$ cat config.mk
export PLATFORM = sky130hd
export DESIGN_NAME = i2c_slave_mem
export DESIGN_NICKNAME = d
export VERILOG_FILES = /design/src/rtl/i2c_pkg.sv /design/src/rtl/i2c_bus_sync.sv /design/src/rtl/i2c_slave_mem.sv
export SDC_FILE = /design/constraint.sdc
export NUM_CORES = 1
export LEC_CHECK = 0
export CORE_MARGIN = 2
export CORE_UTILIZATION = 23
export DETAILED_ROUTE_END_ITERATION = 8
export SLEW_MARGIN = 20
export SYNTH_ARGS = -nofsm -noshare
export SYNTH_HDL_FRONTEND = slang
export SYNTH_SLANG_ARGS = --single-unit
$ cat constraint.sdc
create_clock -name i2c_core_clk_i -period 3.62 [get_ports i2c_core_clk_i]
set_input_delay 0.724 -clock i2c_core_clk_i [delete_from_list [all_inputs] [get_ports i2c_core_clk_i]]
set_output_delay 0.724 -clock i2c_core_clk_i [all_outputs]
set_load 0.02 [all_outputs]
$ cat src/rtl/i2c_pkg.sv
// Shared types and constants for the I2C register-memory slave.
package i2c_pkg;

   localparam logic [6:0] DEF_SLAVE_ADDR = 7'h50;

   typedef enum logic [1:0] {
      COND_NONE  = 2'd0,
      COND_START = 2'd1,
      COND_STOP  = 2'd2
   } bus_cond_t;

   typedef enum logic [3:0] {
      ST_IDLE,
      ST_ADDR,
      ST_ADDR_ACK,
      ST_PTR,
      ST_PTR_ACK,
      ST_WDATA,
      ST_WDATA_ACK,
      ST_RDATA,
      ST_RDATA_ACK
   } state_t;

endpackage

$ cat src/rtl/i2c_bus_sync.sv
// Synchronizes scl/sda into the core clock and flags scl edges plus START/STOP.
module i2c_bus_sync
   import i2c_pkg::*;
(
   input  logic      i_clk,
   input  logic      i_rst_n,
   input  logic      i_scl,
   input  logic      i_sda,
   output logic      o_sda,
   output logic      o_scl_rise,
   output logic      o_scl_fall,
   output bus_cond_t o_cond
);

   // [0] metastable, [1] synchronized, [2] history
   logic [2:0] r_scl_pipe;
   logic [2:0] r_sda_pipe;
   logic       w_scl_hi;

   always_ff @(posedge i_clk or negedge i_rst_n) begin
      if (!i_rst_n) begin
         r_scl_pipe <= '1;
         r_sda_pipe <= '1;
      end else begin
         r_scl_pipe <= {r_scl_pipe[1:0], i_scl};
         r_sda_pipe <= {r_sda_pipe[1:0], i_sda};
      end
   end

   assign w_scl_hi   = r_scl_pipe[1] & r_scl_pipe[2];
   assign o_sda      = r_sda_pipe[1];
   assign o_scl_rise = r_scl_pipe[1] & ~r_scl_pipe[2];
   assign o_scl_fall = ~r_scl_pipe[1] & r_scl_pipe[2];

   always_comb begin
      o_cond = COND_NONE;
      if (w_scl_hi && r_sda_pipe[2] && !r_sda_pipe[1]) begin
         o_cond = COND_START;
      end else if (w_scl_hi && !r_sda_pipe[2] && r_sda_pipe[1]) begin
         o_cond = COND_STOP;
      end
   end

endmodule

$ cat src/rtl/i2c_slave_mem.sv
// I2C slave exposing a small register memory: write sets a pointer then data,
// read streams from the pointer with auto-increment.
//
// state        | meaning
// ST_IDLE      | bus ignored until START
// ST_ADDR      | shifting in address + R/W
// ST_ADDR_ACK  | driving ACK for our address
// ST_PTR       | shifting in memory pointer
// ST_PTR_ACK   | driving ACK for pointer
// ST_WDATA     | shifting in a write byte
// ST_WDATA_ACK | driving ACK after committing the byte
// ST_RDATA     | shifting out mem[ptr]
// ST_RDATA_ACK | sampling master ACK/NACK
module i2c_slave_mem
   import i2c_pkg::*;
#(
   parameter logic [6:0] SLAVE_ADDR = DEF_SLAVE_ADDR,
   parameter int         DATA_SIZE  = 8,
   parameter int         MEM_DEPTH  = 16,
   localparam int        AW         = $clog2(MEM_DEPTH)
) (
   input  logic                 i2c_core_clk_i,
   input  logic                 reset_ni,
   input  logic                 scl_i,
   input  logic                 sda_i,
   output logic                 sda_oe_o,
   output logic                 busy_o,
   output logic                 stop_o,
   input  logic [AW-1:0]        dbg_addr_i,
   output logic [DATA_SIZE-1:0] dbg_data_o
);

   localparam int CW = $clog2(DATA_SIZE + 1);

   logic                 w_sda, w_scl_rise, w_scl_fall;
   bus_cond_t            w_cond;
   state_t               r_state, w_state_nxt;
   logic [CW-1:0]        r_bit_cnt;
   logic [DATA_SIZE-1:0] r_shift;
   logic [AW-1:0]        r_ptr;
   logic [DATA_SIZE-1:0] r_mem [MEM_DEPTH];
   logic                 r_sda_oe, r_busy, r_stop;
   logic                 w_byte_done, w_addr_hit;
   logic [DATA_SIZE-1:0] w_rd_data;
   logic                 w_oe_fall, w_mem_we, w_ptr_load, w_ptr_inc;
   logic                 w_rd_load, w_busy_set, w_shift_in, w_shift_out;

   i2c_bus_sync u_bus_sync (
      .i_clk      (i2c_core_clk_i),
      .i_rst_n    (reset_ni),
      .i_scl      (scl_i),
      .i_sda      (sda_i),
      .o_sda      (w_sda),
      .o_scl_rise (w_scl_rise),
      .o_scl_fall (w_scl_fall),
      .o_cond     (w_cond)
   );

   assign w_byte_done = (r_bit_cnt == CW'(DATA_SIZE));
   assign w_addr_hit  = (r_shift[7:1] == SLAVE_ADDR);
   assign w_rd_data   = r_mem[r_ptr];

   always_ff @(posedge i2c_core_clk_i or negedge reset_ni) begin
      if (!reset_ni) begin
         r_state <= ST_IDLE;
      end else begin
         r_state <= w_state_nxt;
      end
   end

   always_comb begin
      w_state_nxt = r_state;
      if (w_cond == COND_STOP) begin
         w_state_nxt = ST_IDLE;
      end else if (w_cond == COND_START) begin
         w_state_nxt = ST_ADDR;
      end else if (w_scl_rise) begin
         if (r_state == ST_RDATA_ACK && w_sda) w_state_nxt = ST_IDLE;
      end else if (w_scl_fall) begin
         unique case (r_state)
            ST_ADDR:      if (w_byte_done) w_state_nxt = w_addr_hit ? ST_ADDR_ACK : ST_IDLE;
            ST_PTR:       if (w_byte_done) w_state_nxt = ST_PTR_ACK;
            ST_WDATA:     if (w_byte_done) w_state_nxt = ST_WDATA_ACK;
            ST_RDATA:     if (w_byte_done) w_state_nxt = ST_RDATA_ACK;
            ST_ADDR_ACK:  w_state_nxt = r_shift[0] ? ST_RDATA : ST_PTR;
            ST_PTR_ACK,
            ST_WDATA_ACK: w_state_nxt = ST_WDATA;
            ST_RDATA_ACK: w_state_nxt = ST_RDATA;
            default:      ;
         endcase
      end
   end

   // Bytes commit on the scl fall after the 8th bit, so START/STOP always wins.
   always_comb begin
      w_oe_fall   = 1'b0;
      w_mem_we    = 1'b0;
      w_ptr_load  = 1'b0;
      w_ptr_inc   = 1'b0;
      w_rd_load   = 1'b0;
      w_busy_set  = 1'b0;
      w_shift_in  = 1'b0;
      w_shift_out = 1'b0;
      if (w_cond == COND_NONE) begin
         if (w_scl_rise) begin
            unique case (r_state)
               ST_ADDR, ST_PTR, ST_WDATA: w_shift_in  = 1'b1;
               ST_RDATA:                  w_shift_out = 1'b1;
               ST_RDATA_ACK:              w_ptr_inc   = 1'b1;
               default:                   ;
            endcase
         end else if (w_scl_fall) begin
            unique case (r_state)
               ST_ADDR: begin
                  w_oe_fall  = w_byte_done & w_addr_hit;
                  w_busy_set = w_byte_done & w_addr_hit;
               end
               ST_PTR: begin
                  w_oe_fall  = w_byte_done;
                  w_ptr_load = w_byte_done;
               end
               ST_WDATA: begin
                  w_oe_fall = w_byte_done;
                  w_mem_we  = w_byte_done;
                  w_ptr_inc = w_byte_done;
               end
               ST_RDATA:     w_oe_fall = ~w_byte_done & ~r_shift[DATA_SIZE-1];
               ST_ADDR_ACK: begin
                  w_rd_load = r_shift[0];
                  w_oe_fall = r_shift[0] & ~w_rd_data[DATA_SIZE-1];
               end
               ST_RDATA_ACK: begin
                  w_rd_load = 1'b1;
                  w_oe_fall = ~w_rd_data[DATA_SIZE-1];
               end
               default: ;
            endcase
         end
      end
   end

   always_ff @(posedge i2c_core_clk_i or negedge reset_ni) begin
      if (!reset_ni) begin
         r_bit_cnt <= '0;
         r_shift   <= '0;
         r_ptr     <= '0;
         r_sda_oe  <= 1'b0;
         r_busy    <= 1'b0;
         r_stop    <= 1'b0;
      end else begin
         r_stop <= (w_cond == COND_STOP);
         if (w_cond != COND_NONE)             r_bit_cnt <= '0;
         else if (w_shift_in || w_shift_out)  r_bit_cnt <= r_bit_cnt + 1'b1;
         else if (w_scl_fall && w_byte_done)  r_bit_cnt <= '0;
         if (w_shift_in)       r_shift <= {r_shift[DATA_SIZE-2:0], w_sda};
         else if (w_shift_out) r_shift <= {r_shift[DATA_SIZE-2:0], 1'b0};
         else if (w_rd_load)   r_shift <= w_rd_data;
         if (w_ptr_load)      r_ptr <= r_shift[AW-1:0];
         else if (w_ptr_inc)  r_ptr <= r_ptr + 1'b1;
         if (w_cond == COND_STOP) r_sda_oe <= 1'b0;
         else if (w_scl_fall)     r_sda_oe <= w_oe_fall;
         if (w_cond == COND_STOP) r_busy <= 1'b0;
         else if (w_busy_set)     r_busy <= 1'b1;
      end
   end

   always_ff @(posedge i2c_core_clk_i or negedge reset_ni) begin
      if (!reset_ni) begin
         for (int i = 0; i < MEM_DEPTH; i++) r_mem[i] <= '0;
      end else if (w_mem_we) begin
         r_mem[r_ptr] <= r_shift;
      end
   end

   assign sda_oe_o   = r_sda_oe;
   assign busy_o     = r_busy;
   assign stop_o     = r_stop;
   assign dbg_data_o = r_mem[dbg_addr_i];

endmodule

# After elaboration in Yosys (flattened, before gate mapping)
# Cells that the tools add are included.
[classes]
div_mod_pow = 0
muxes = 63
bitwise = 13
shifts = 0
n_eq_ne = 17
magnitude_cmp = 3
n_addsub = 2
reduce_logical = 23
n_mul = 0
[ops]
columns = ["cell", "n"]
rows = [
  ["bitwise mux 128 bit", 1],
  ["binary-select mux 8 bit (select 4 bit)", 2],
  ["2-to-1 mux 8 bit", 8],
  ["2-to-1 mux 4 bit", 14],
  ["demux 8 bit (select 4 bit)", 1],
  ["2-to-1 mux 1 bit", 30],
  ["case mux 4 bit (7 select lines)", 1],
  ["!= test 5 x 4 -> 1 bit, second input constant", 4],
  ["== test 4 x 3 -> 1 bit, second input constant", 4],
  ["greater-or-equal comparator 5 bit, second input constant", 2],
  ["NOT 4 -> 5 bit", 2],
  ["nonzero test 10 bit", 1],
  ["adder 4 x 1 -> 4 bit, second input constant", 2],
  ["== test 4 x 2 -> 1 bit, second input constant", 2],
  ["== test 4 bit, second input constant", 2],
  ["nonzero test 2 bit", 4],
  ["== test 7 bit, second input constant", 1],
  ["logical AND 1 bit", 7],
  ["AND reduction 7 bit", 1],
  ["AND 1 bit", 6],
  ["2-to-1 mux 2 bit", 3],
  ["nonzero test 3 bit", 2],
  ["less-than comparator 5 x 1 -> 1 bit, second input constant", 1],
  ["NOT 1 bit", 5],
  ["other kinds (13)", 15],
]
[totals]
output_inout_bits = 11
elab_cells = 146
mem_bits_ro = 0
memories = 0
ramBits = 0
latch_bits = 0
inputBits = 8
regBits = 157

# Logic depth before layout (Yosys ltp)
[logic_depth]
depth_word = 11
depth_mapped = 9
mapped_depth_nobuf = 7

# Hierarchy
# From an unflattened synthesis, not the netlist that was laid out.
[hier_totals]
cells_unflattened = 603
hier_area_um2 = 8652.0
[modules_own_cells]
columns = ["mod", "seq_area_each_um2", "instances", "area_each_um2", "cells_per_inst"]
rows = [
  ["i2c_slave_mem", 3778.6, 1, 8459.4, 593],
  ["i2c_bus_sync", 157.7, 1, 192.7, 10],
]

# Worst setup path after synthesis
# OpenSTA, ideal clock, no wires.
[synth_timing]
kind = "input -> output"
startpoint = "input port dbg_addr_i[0]"
endpoint = "output port dbg_data_o[7]"
slack_ns = 0.589
cell_stages = 4
path_buffers = 2
arrival_ns = 2.307
required_ns = 2.896
cell_sequence = "clkbuf_1 -> buf_2 -> mux4_2 -> mux4_2"
[synth_via]
elab_chain_cells = 4
[synth_rtl]
columns = ["item", "line", "rtl"]
rows = [
  ["start, declared", "i2c_slave_mem.sv:29", "input logic [AW-1:0] dbg_addr_i,"],
  ["NOT 4 -> 5 bit (implied by the code)", "i2c_slave_mem.sv:178", "assign dbg_data_o = r_mem[dbg_addr_i];"],
  ["binary-select mux 8 bit (select 4 bit)", "i2c_slave_mem.sv:178", ""],
  ["2-to-1 mux 8 bit (implied by the code) (2 in series)", "i2c_slave_mem.sv:178", ""],
  ["end, declared", "i2c_slave_mem.sv:30", "output logic [DATA_SIZE-1:0] dbg_data_o"],
]
# Every way passes these cells. The select of a mux whose other input is x is not followed.

# Worst setup path in the final report
# Ends and elaborated chain as after synthesis.

==> impl_summary.md <==
Status
The flow ran to the end, and the final reports show no timing, DRC or antenna violations.

Critical path
The depth of the worst register-to-register path is 8. The most numerous cell on the critical path is mux4_2. The data required time at the worst endpoint is 2900 ps. The critical path is of the input port to output port type. STA classifies the critical path startpoint as an input port. The worst setup path is captured at an output port. Of all nets on the critical path, the largest fanout is 9. The setup check on the worst reg-to-reg path leaves a slack of 510 ps. The reg-to-reg endpoint is r_mem[29].

The largest single stage delay on the critical path is 570 ps. The signal on the critical path passes through buf_2, buf_4, mux4_2, mux4_2, clkdlybuf4s50_1. The arrival time at the worst endpoint is 2700 ps. The worst-path cell with the longest stage delay is clkdlybuf4s50_1. The origin of the critical flop-to-flop path is u_bus_sync.r_scl_pipe[2].

Yosys
The mapped netlist covers 8778 sq um. The number of nets in the synthesized netlist is 613. The most common cell in the synthesized netlist is dfrtp_1.

After synthesis, the netlist uses 55 different library cells. Summed over all instances, the cell type with the most area after synthesis is dfrtp_1. The share of synthesized area occupied by flip-flops and latches is 0.4484.

The count of flip-flops with a built-in enable after synthesis is 0. The post-synthesis sequential element count is 157. For this run, the leading register cell type out of synthesis is dfrtp_1. The cell count after synthesis came out at 596. The average instance in the mapped netlist occupies 14.73 sq um. In the post-synthesis netlist, the biggest area contributors are dfrtp_1 43%, mux4_2 18%, mux2_2 12%, mux2_4 5.6%, nand4_4 2.2%.

The number of warning messages in the yosys log is 0. The area share of the largest cell type after synthesis is 0.4304. The commonest cells after synthesis are 151 x dfrtp_1, 97 x mux2_2, 71 x mux4_2. After synthesis, the share of flip-flops with an asynchronous set or reset is 1.000.

Drt
The first detailed-routing pass ran for 5 iterations. The number of antenna-violating nets in the routed design is 0. The vias after detailed routing is 5400. After detailed routing, the number of remaining DRC violations is 0.

Dividing the detail-routed via count by the number of cells gives 4.839. The average wire per standard cell is 19.32 um. The initial DRC count is 468. After detailed routing, the total wire length is 21570 um.

Place
The placed wire-length estimate after detailed placement is 14040 um. The weighted congestion at the end of routability-driven global placement is 0.7918. Counting tap cells, the placed design contains a total of 1084 instances. Summing all placed instances gives a cell area of 9448 sq um. The count of input and output buffers is 18.

Pwr
The share of total power dissipated in sequential elements is 0.502. The net switching power of the design is 0.001082 W. The overall power is 0.004043 W. In this run the power density over the cells is 402.4 nW/um^2. Of the total power, the clock network draws 0.452. Summed over all cells, the static leakage comes to 4.314 nW. Of the total power, the share spent switching nets is 0.2676. IR analysis of the VDD net gives a maximum drop of 0.2387 mV. The share of total power dissipated in combinational logic is 0.046.

The internal power consumption is 0.002961 W.

Layout
Compared with the post-synthesis result, the final layout area differs by 14.45%. The net count of the finished layout is 609. The post-layout instance count excluding filler cells is 1116. The diode insertion count for antenna repair is 0. Of the cells placed in the final design, the portion with a size suffix greater than 1 is 0.4562.

The finished cells cover 10050 sq um.

STA
The final number of hold-violating endpoints is 0. For the pin with the worst max-slew slack, the measured transition is 875.9 ps. Setup repair after global routing left no endpoint under its margin. Counting I/O delays and the setup requirement, the final critical path takes 3423 ps. The post-route clock period utilization is 0.9454.

The tightest slew margin relative to the limit is 0.4107. On the final layout, the worst hold slack is 340.9 ps. The number of max-slew violations in the final report is 0. Based on the critical path, the design can be clocked at up to 292.2 MHz. The setup skew after layout is 15.00 ps. The setup-violating endpoint count in the final report is 0. The post-route setup TNS is 0 ps.

CTS
The clock edge transition at the registers on the reported setup and hold paths is 60 ps. The H-tree was split into 4 levels. The clock drives 157 sinks.

The number of post-CTS setup repair buffers is 0. The cts-stage hold buffer count is 0. The number of gates resized after CTS was 0. The largest buffer count on any clock path is 2.

The tree is rooted in a clkbuf_16. TritonCTS built the clock tree. The total clock buffers created by CTS is 17. The worst-skew pair later-pin latency is 440 ps.

Floorplan
The die covers 39750 sq um. The starting density of the core is 0.2331. The number of core rows is 71. The die is 199.4 um wide. The I/O pin total is 19. From bottom edge to top edge, the die measures 199.4 um. In this run the standard cell core region covers 37670 sq um.

GRT
For this run the aggregate overflow at the end of global routing stands at 0. The first global-routing pass estimated 34370 um of wire. The number of antenna violations at the first check in global routing is 0. The via count of the first global-routing pass is 5599. The maximum number of pins on one net before global-route repair is 80.

The overall global routing resource usage is 0.1166.

Worst hold path
In this run the worst hold path is classified as input port to async pin.

Run
Max-cap violations in this run came to 0.
[cells by family (layout without fill, tap and decap cells)]
| family | Yosys count | in the layout | synth area share |
|---|---|---|---|
| buf+inv | 63 | 72 | 0.03834 |
| compound gates | 55 | 55 | 0.04034 |
| mux | 210 | 210 | 0.3733 |
| xor+xnor | 5 | 5 | 0.004990 |
| flops | 157 | 157 | 0.4484 |
| fa+ha+maj | 9 | 9 | 0.01283 |
| simple gates | 97 | 97 | 0.08181 |
[cell type report]
class	instances	area [sq um]
fillers	3851	27620
multi-input cells	376	4521
flip-flops and latches	157	3939
well taps	511	639.4
clock buffers	21	470.5
repair buffers	30	311.5
clock inverters	11	128.9
inverters	10	37.54
[routing by layer]
layer,track usage,share of wire,vias to the layer above
li1,-,-,2300
met3,0.02346,0.040,42
met5,0,0,-
met4,0.05652,0.033,0
met1,0.1486,0.43,2920
met2,0.1893,0.50,138
[power groups by stage]
stage               registers (W)  clock network [W]  logic (W)
finish                    0.00203            0.00183   0.000184
global route              0.00206            0.00194   0.000209
CTS                       0.00203            0.00187   0.000190
detailed placement        0.00207                  0   0.000190
global placement          0.00206                  0   0.000185
floorplan                 0.00185                  0   0.000266
[state kept, by name, summed over array words and instances, names as in the netlist]
| register | flops |
|---|---|
| r_mem | 128 |
| r_shift | 8 |
| r_bit_cnt | 4 |
| r_ptr | 4 |
| r_state | 4 |
| u_bus_sync.r_scl_pipe | 3 |
| u_bus_sync.r_sda_pipe | 3 |
| busy_o | 1 |
| sda_oe_o | 1 |
| stop_o | 1 |
[worst max-delay path by stage]
stage                        startpoint            end  slack (ps)  cells past startpoint
after floorplan           dbg_addr_i[0]  dbg_data_o[7]         590                      4
after CTS                 dbg_addr_i[0]  dbg_data_o[7]         170                      5
after global routing      dbg_addr_i[0]  dbg_data_o[2]         130                      5
final                     dbg_addr_i[0]  dbg_data_o[7]         200                      5
after detailed placement  dbg_addr_i[0]  dbg_data_o[7]         170                      5
after global placement    dbg_addr_i[0]  dbg_data_o[3]         200                      5
[cell usage in the layout (no fill, tap or decap), types with 5 or more instances in the layout]
cell / n
nand2_1: 13
nor2b_1: 5
o22ai_1: 15
nand4_4: 9
dfstp_2: 6
a21oi_1: 21
nand3_1: 12
ha_1: 9
and2_1: 5
mux2_4: 33
buf_4: 8
clkbuf_16: 17
nor2_1: 15
or3_1: 9
mux2_2: 97
dfrtp_1: 149
mux2i_1: 9
clkdlybuf4s50_1: 15
mux4_2: 71
inv_1: 10
[metrics by stage]
step | setup WS, ps | util
6_report | 197.5 | 0.2667
5_1_grt | 131.0 | 0.2667
4_1_cts | 167.5 | 0.2667
3_5_place_dp | 167.4 | 0.2508
3_3_place_gp | 196.6 | 0.2508
2_1_floorplan | 589.4 | -
[critical path: cells and delay by family]
family | cells | cell delay, ps
multiplexers | 2 | 1050
buffers and inverters | 3 | 920
Note: power is estimated with default switching activity, not from simulation.
==> variant 1, RTL diff (config.mk and constraints unchanged) <==
Re-encode `state_t` (9 states) as one-hot, 9 bits wide.
--- a/src/rtl/i2c_pkg.sv
+++ b/src/rtl/i2c_pkg.sv
@@ -11,12 +11,12 @@
 
-   typedef enum logic [3:0] {
-      ST_IDLE,
-      ST_ADDR,
-      ST_ADDR_ACK,
-      ST_PTR,
-      ST_PTR_ACK,
-      ST_WDATA,
-      ST_WDATA_ACK,
-      ST_RDATA,
-      ST_RDATA_ACK
+   typedef enum logic [8:0] {
+      ST_IDLE      = 9'b000000001,
+      ST_ADDR      = 9'b000000010,
+      ST_ADDR_ACK  = 9'b000000100,
+      ST_PTR       = 9'b000001000,
+      ST_PTR_ACK   = 9'b000010000,
+      ST_WDATA     = 9'b000100000,
+      ST_WDATA_ACK = 9'b001000000,
+      ST_RDATA     = 9'b010000000,
+      ST_RDATA_ACK = 9'b100000000
    } state_t;
Check against the original RTL: no difference found for any inputs over 4 cycles, from zero or initial values and one cycle with reset_ni low; so few cycles prove little.
==> variant 1 against the original RTL <==
  * Global-route usage down 0.26 points
  * Critical path type unchanged
  * Cell count increased by 1.8%
  * Final area up 1.5%
  * Highest routed layer unchanged
  * Sequential cell count up 5
  * Hold slack lost 0.060 ns
  * Setup slack worse by 0.015 ns
  * Wire length down 1.1%
  * Count of clock-buffer cells in the layout is 2 lower
  * Synthesized area increased by 0.36%
  * Critical path depth unchanged
  * Clock skew decreased by 0.0011 ns
  * Critical endpoint is now dbg_data_o[2]
  * Power is 1.2% lower
==> variant 1: results (changes against the original RTL) <==
Hold WS 0.281 ns (-0.0604 ns); post-detail-place hpwl 13800 um (-2.0%); complex-gate fraction of the synthesized area 4.94% (+0.91 points); Die Width 200 um (+0.17%); invs w/o clock 11 (+1); buffering overhead 3.47% (+0.37 points); arrival time at the worst endpoint 2.71 ns (about the same); slew margin rel. 30.9% (-10 points); Setup Skew 0.0139 ns (-0.00111 ns); status completed; Vias/cell 4.78 (-1.2%); CP Max Fanout 21 (+12); Largest regs r_mem: 128 flops, r_state: 9 flops, r_shift: 8 flops; Reg-to-Reg End r_mem[4]$_DFFE_PN0P_; Placed Cells 1104 (+1.8%); Total Routed Length 21300 um (-1.1%); Seq cells post-synth 162 (+3.2%); top post-synthesis cells by count 155 x dfrtp_1, 107 x mux2_2, 79 x mux4_2, 30 x nand2_1, 27 x clkbuf_1; r2r setup slk 0.76 ns (+0.25 ns); largest net degree at the start of global routing 66 (-18%); Non-clock buffers 34 (+13%); clock buffers 19 (-9.5%); first-pass GRT wire length 34000 um (-1.1%); met2 WL 10600 um (-1.6%); DR iter-0 viols 397 (-15%); GRT Total Usage 11.4% (-0.26 points); Post-Syn Nets 627 (+2.3%); Post-Synth Adder-Cell Area 1.28% (-0.0046 points); GR Layer Usage met3 2.03% (-0.32 points); Leak 4.27 nW (-0.92%); Seq/Total Area, Yosys 46.1% (+1.3 points); dpl ws 0.179 ns (+0.0112 ns); Seq pwr share 46.6% (-3.6 points); top post-synthesis cells by area dfrtp_1 44%, mux4_2 20%, mux2_2 14%, dfstp_2 2.1%, nand3_4 1.8%
variant 1: cell types whose count changed in the layout (fill, tap and decap cells not counted), sizes merged, moves of 8 or more:
cell,delta
o22ai,-14
o21ai,+22
mux2,-17
mux4,+8
nand2,+18
or3,-8
nand3,+11
mux2i,-8
a21oi,-14
variant 1: critical path, delay by kind of cell:
family	cells	cell delay, ns
buffers and inverters	3	0.92
multiplexers	2	1.04
variant 1: worst max path at each step:
stage | start | depth (start not counted) | endpoint | slack, ns
after floorplan | dbg_addr_i[0] | 4 | dbg_data_o[0] | 0.59
after global placement | dbg_addr_i[0] | 5 | dbg_data_o[2] | 0.20
after detailed placement | dbg_addr_i[0] | 5 | dbg_data_o[2] | 0.18
after CTS | dbg_addr_i[0] | 5 | dbg_data_o[2] | 0.17
after global routing | dbg_addr_i[0] | 5 | dbg_data_o[2] | 0.12
final | dbg_addr_i[0] | 5 | dbg_data_o[2] | 0.18
==> variant 2, RTL diff (config.mk and constraints unchanged) <==
Made on the original files. `MEM_DEPTH`: 16 -> 64.
--- a/src/rtl/i2c_slave_mem.sv
+++ b/src/rtl/i2c_slave_mem.sv
@@ -18,3 +18,3 @@
    parameter int         DATA_SIZE  = 8,
-   parameter int         MEM_DEPTH  = 16,
+   parameter int         MEM_DEPTH  = 64,
    localparam int        AW         = $clog2(MEM_DEPTH)
Ports: changed (resized dbg_addr_i); port bits go from 19 to 21. The function was not compared with the original's and may differ.
==> variant 2 against the original RTL <==
  * Combinational power rose to 8.3 times the old value
  * Setup slack worse by 0.16 ns
  * Power grew to 3.4 times the old value
  * Critical path depth up 3
  * Synthesized area increased to 3.3 times the old value
  * Final area increased to 3.4 times the old value
  * Wire length grew to 4.6 times the old value
  * Sequential cell count rose by 386
  * Hold slack worse by 0.33 ns
  * Register-to-register slack got worse by 0.21 ns
  * Clock power grew to 3.3 times the old value
  * Maximum frequency is 4.6% lower
  * Die area rose to 3.3 times the old value
  * First-iteration DRC count increased to 5.5 times the old value
  * Largest power group unchanged
  * Highest routed layer is now met5
==> variant 2: results (changes against the original RTL) <==
status completed; Reg2Reg Depth 8 (unchanged); Top Layer Used met5; gpl congestion 0.921 (+16%); mean post-synth cell area 13.8 sq um (-6.1%); met2 WL 43500 um (+310%); top post-synthesis cells by area dfrtp_1 46%, mux2_2 21%, mux4_2 15%, mux2i_1 2.4%, a22oi_1 1.7%; yosys warns 0 (unchanged); Setup Skew 0.0392 ns (+0.0242 ns); asr flop ratio synth 100% (unchanged); fmax 0.279 GHz (-4.6%); r2r setup slk 0.30 ns (-0.21 ns); placed instance area 32300 sq um (+240%); post-detail-place hpwl 67300 um (+380%); layout cells sized above 1 49.2% (+3.6 points); CTS Buffer Depth 3 (+1); initial antenna violation count 6 (+6); dpl ws -0.367 ns (-0.535 ns); Avg WL per Cell 25.8 um (+33%); Nets 2197 (+260%); # diodes 0 (unchanged); Leak 15.1 nW (+250%); first-pass GRT wire length 148000 um (+330%); Seq/Total Area, Yosys 46.2% (+1.4 points); Max VDD drop 406 uV (+70%); top post-synthesis cells by count 540 x mux2_2, 537 x dfrtp_1, 193 x mux4_2, 121 x clkbuf_1, 71 x mux2i_1; DRT Pass-1 Iters 5 (unchanged); CP Max Fanout 10 (+1); Synth cell types 68 (+24%); Worst Setup EP dbg_data_o[0]; CTS root buf clkbuf_16; worst slew pin tran 1.22 ns (+0.344 ns); CTS HTree Levels 2 (-2); clk_lat worst skew 0.66 ns (+0.22 ns); WL met3 10600 um (+1100%); Post-Syn Nets 2143 (+250%); M1 wire length 42700 um (+360%); Largest regs r_mem: 512 flops, r_shift: 8 flops, r_ptr: 6 flops; Reg-to-Reg Start u_bus_sync.r_scl_pipe[2]$_DFF_PN1_; Crit. Startpoint dbg_addr_i[0]; IO buf count 20 (+2); GRT Total Usage 15.1% (+3.4 points); largest net degree at the start of global routing 104 (+30%); CTS buffer count 56 (+39); arrival time at the worst endpoint 2.86 ns (+0.16 ns); Placed Cells 3768 (+250%); Vias/cell 5.31 (+9.8%); vias in the first global route 20600 (+270%); DR iter-0 viols 2556 (+450%); Total Routed Length 100000 um (+360%); Worst Hold Class in -> async; Reg-to-Reg End r_mem[409]$_DFFE_PN0P_; clock slew at reported path FFs 0.07 ns
==> variant 2: cell types whose count changed after synthesis, moves of 62 or more <==
cell	delta
mux2_2	+443
dfrtp_1	+386
mux2i_1	+62
clkbuf_1	+93
a22oi_1	+67
mux4_2	+122
==> variant 2: worst max-delay path: stages <==
cell and delay, ns:
buf_16 0.16, buf_16 0.16, buf_4 0.16, mux4_2 0.50, mux4_2 0.63, a22oi_2 0.23, nand2_2 0.10, buf_2 0.18
==> variant 2: layout make-up <==
type | count | area (sq um)
sequential | 543 | 13600
clock buffer | 80 | 1620
inverter | 10 | 37.5
tap | 1662 | 2080
timing repair buffer | 176 | 1760
multi-input combinational | 1394 | 15100
fill | 13000 | 92700
clock inverter | 23 | 241
==> variant 2: what timing repair did <==
item                                    in CTS  in global routing
gates resized for setup                     34                  8
gates cloned                                 4                  1
setup buffers                                3                  9
pin swaps                                    0                  2
endpoints found under the setup margin       8                  7
==> variant 2: power breakdown <==
part | leakage, nW | total, W | switching [W] | internal [W]
combinational | 6.68 | 0.00152 | 0.00120 | 0.000319
sequential | 7.54 | 0.00616 | 0.0000356 | 0.00612
clock | 0.913 | 0.00597 | 0.00262 | 0.00334
==> variant 2: worst min path at each step <==
stage	startpoint	end	slack [ns]	depth (start not counted)
after global placement	u_bus_sync.r_sda_pipe[0]$_DFF_PN1_	u_bus_sync.r_sda_pipe[1]$_DFF_PN1_	0.35	0
after CTS	reset_ni	r_mem[125]$_DFFE_PN0P_	0.009	1
final	reset_ni	r_mem[125]$_DFFE_PN0P_	0.009	1
after detailed placement	u_bus_sync.r_sda_pipe[0]$_DFF_PN1_	u_bus_sync.r_sda_pipe[1]$_DFF_PN1_	0.35	0
after global routing	reset_ni	r_mem[125]$_DFFE_PN0P_	0.03	1
after floorplan	u_bus_sync.r_scl_pipe[0]$_DFF_PN1_	u_bus_sync.r_scl_pipe[1]$_DFF_PN1_	0.35	0
==> variant 2: logic make-up after synthesis <==
kind of cell	after synthesis	share of synthesized area, %
multiplexers	829	38.8
flip-flops	543	46.2
adder cells (fa/ha/maj)	6	0.255
buffers and inverters	190	2.54
AO/OA/AOI/OAI	292	7.09
AND/OR/NAND/NOR	264	4.95
XOR/XNOR	3	0.0894
==> variant 2: metrics by stage <==
step                hold slack [ns]  utilization [%]
floorplan                     0.345                -
global placement              0.348             25.4
detailed placement            0.351             25.4
CTS                         0.00870             27.0
global route                 0.0338             27.1
finish                      0.00920             27.1
==> variant 2: metal layers <==
layer / GRT usage (%) / vias up
met3: 4.18 / 212
met2: 22.4 / 1096
met1: 21.0 / 11000
met5: 0 / -
met4: 4.95 / 8
li1: - / 8362
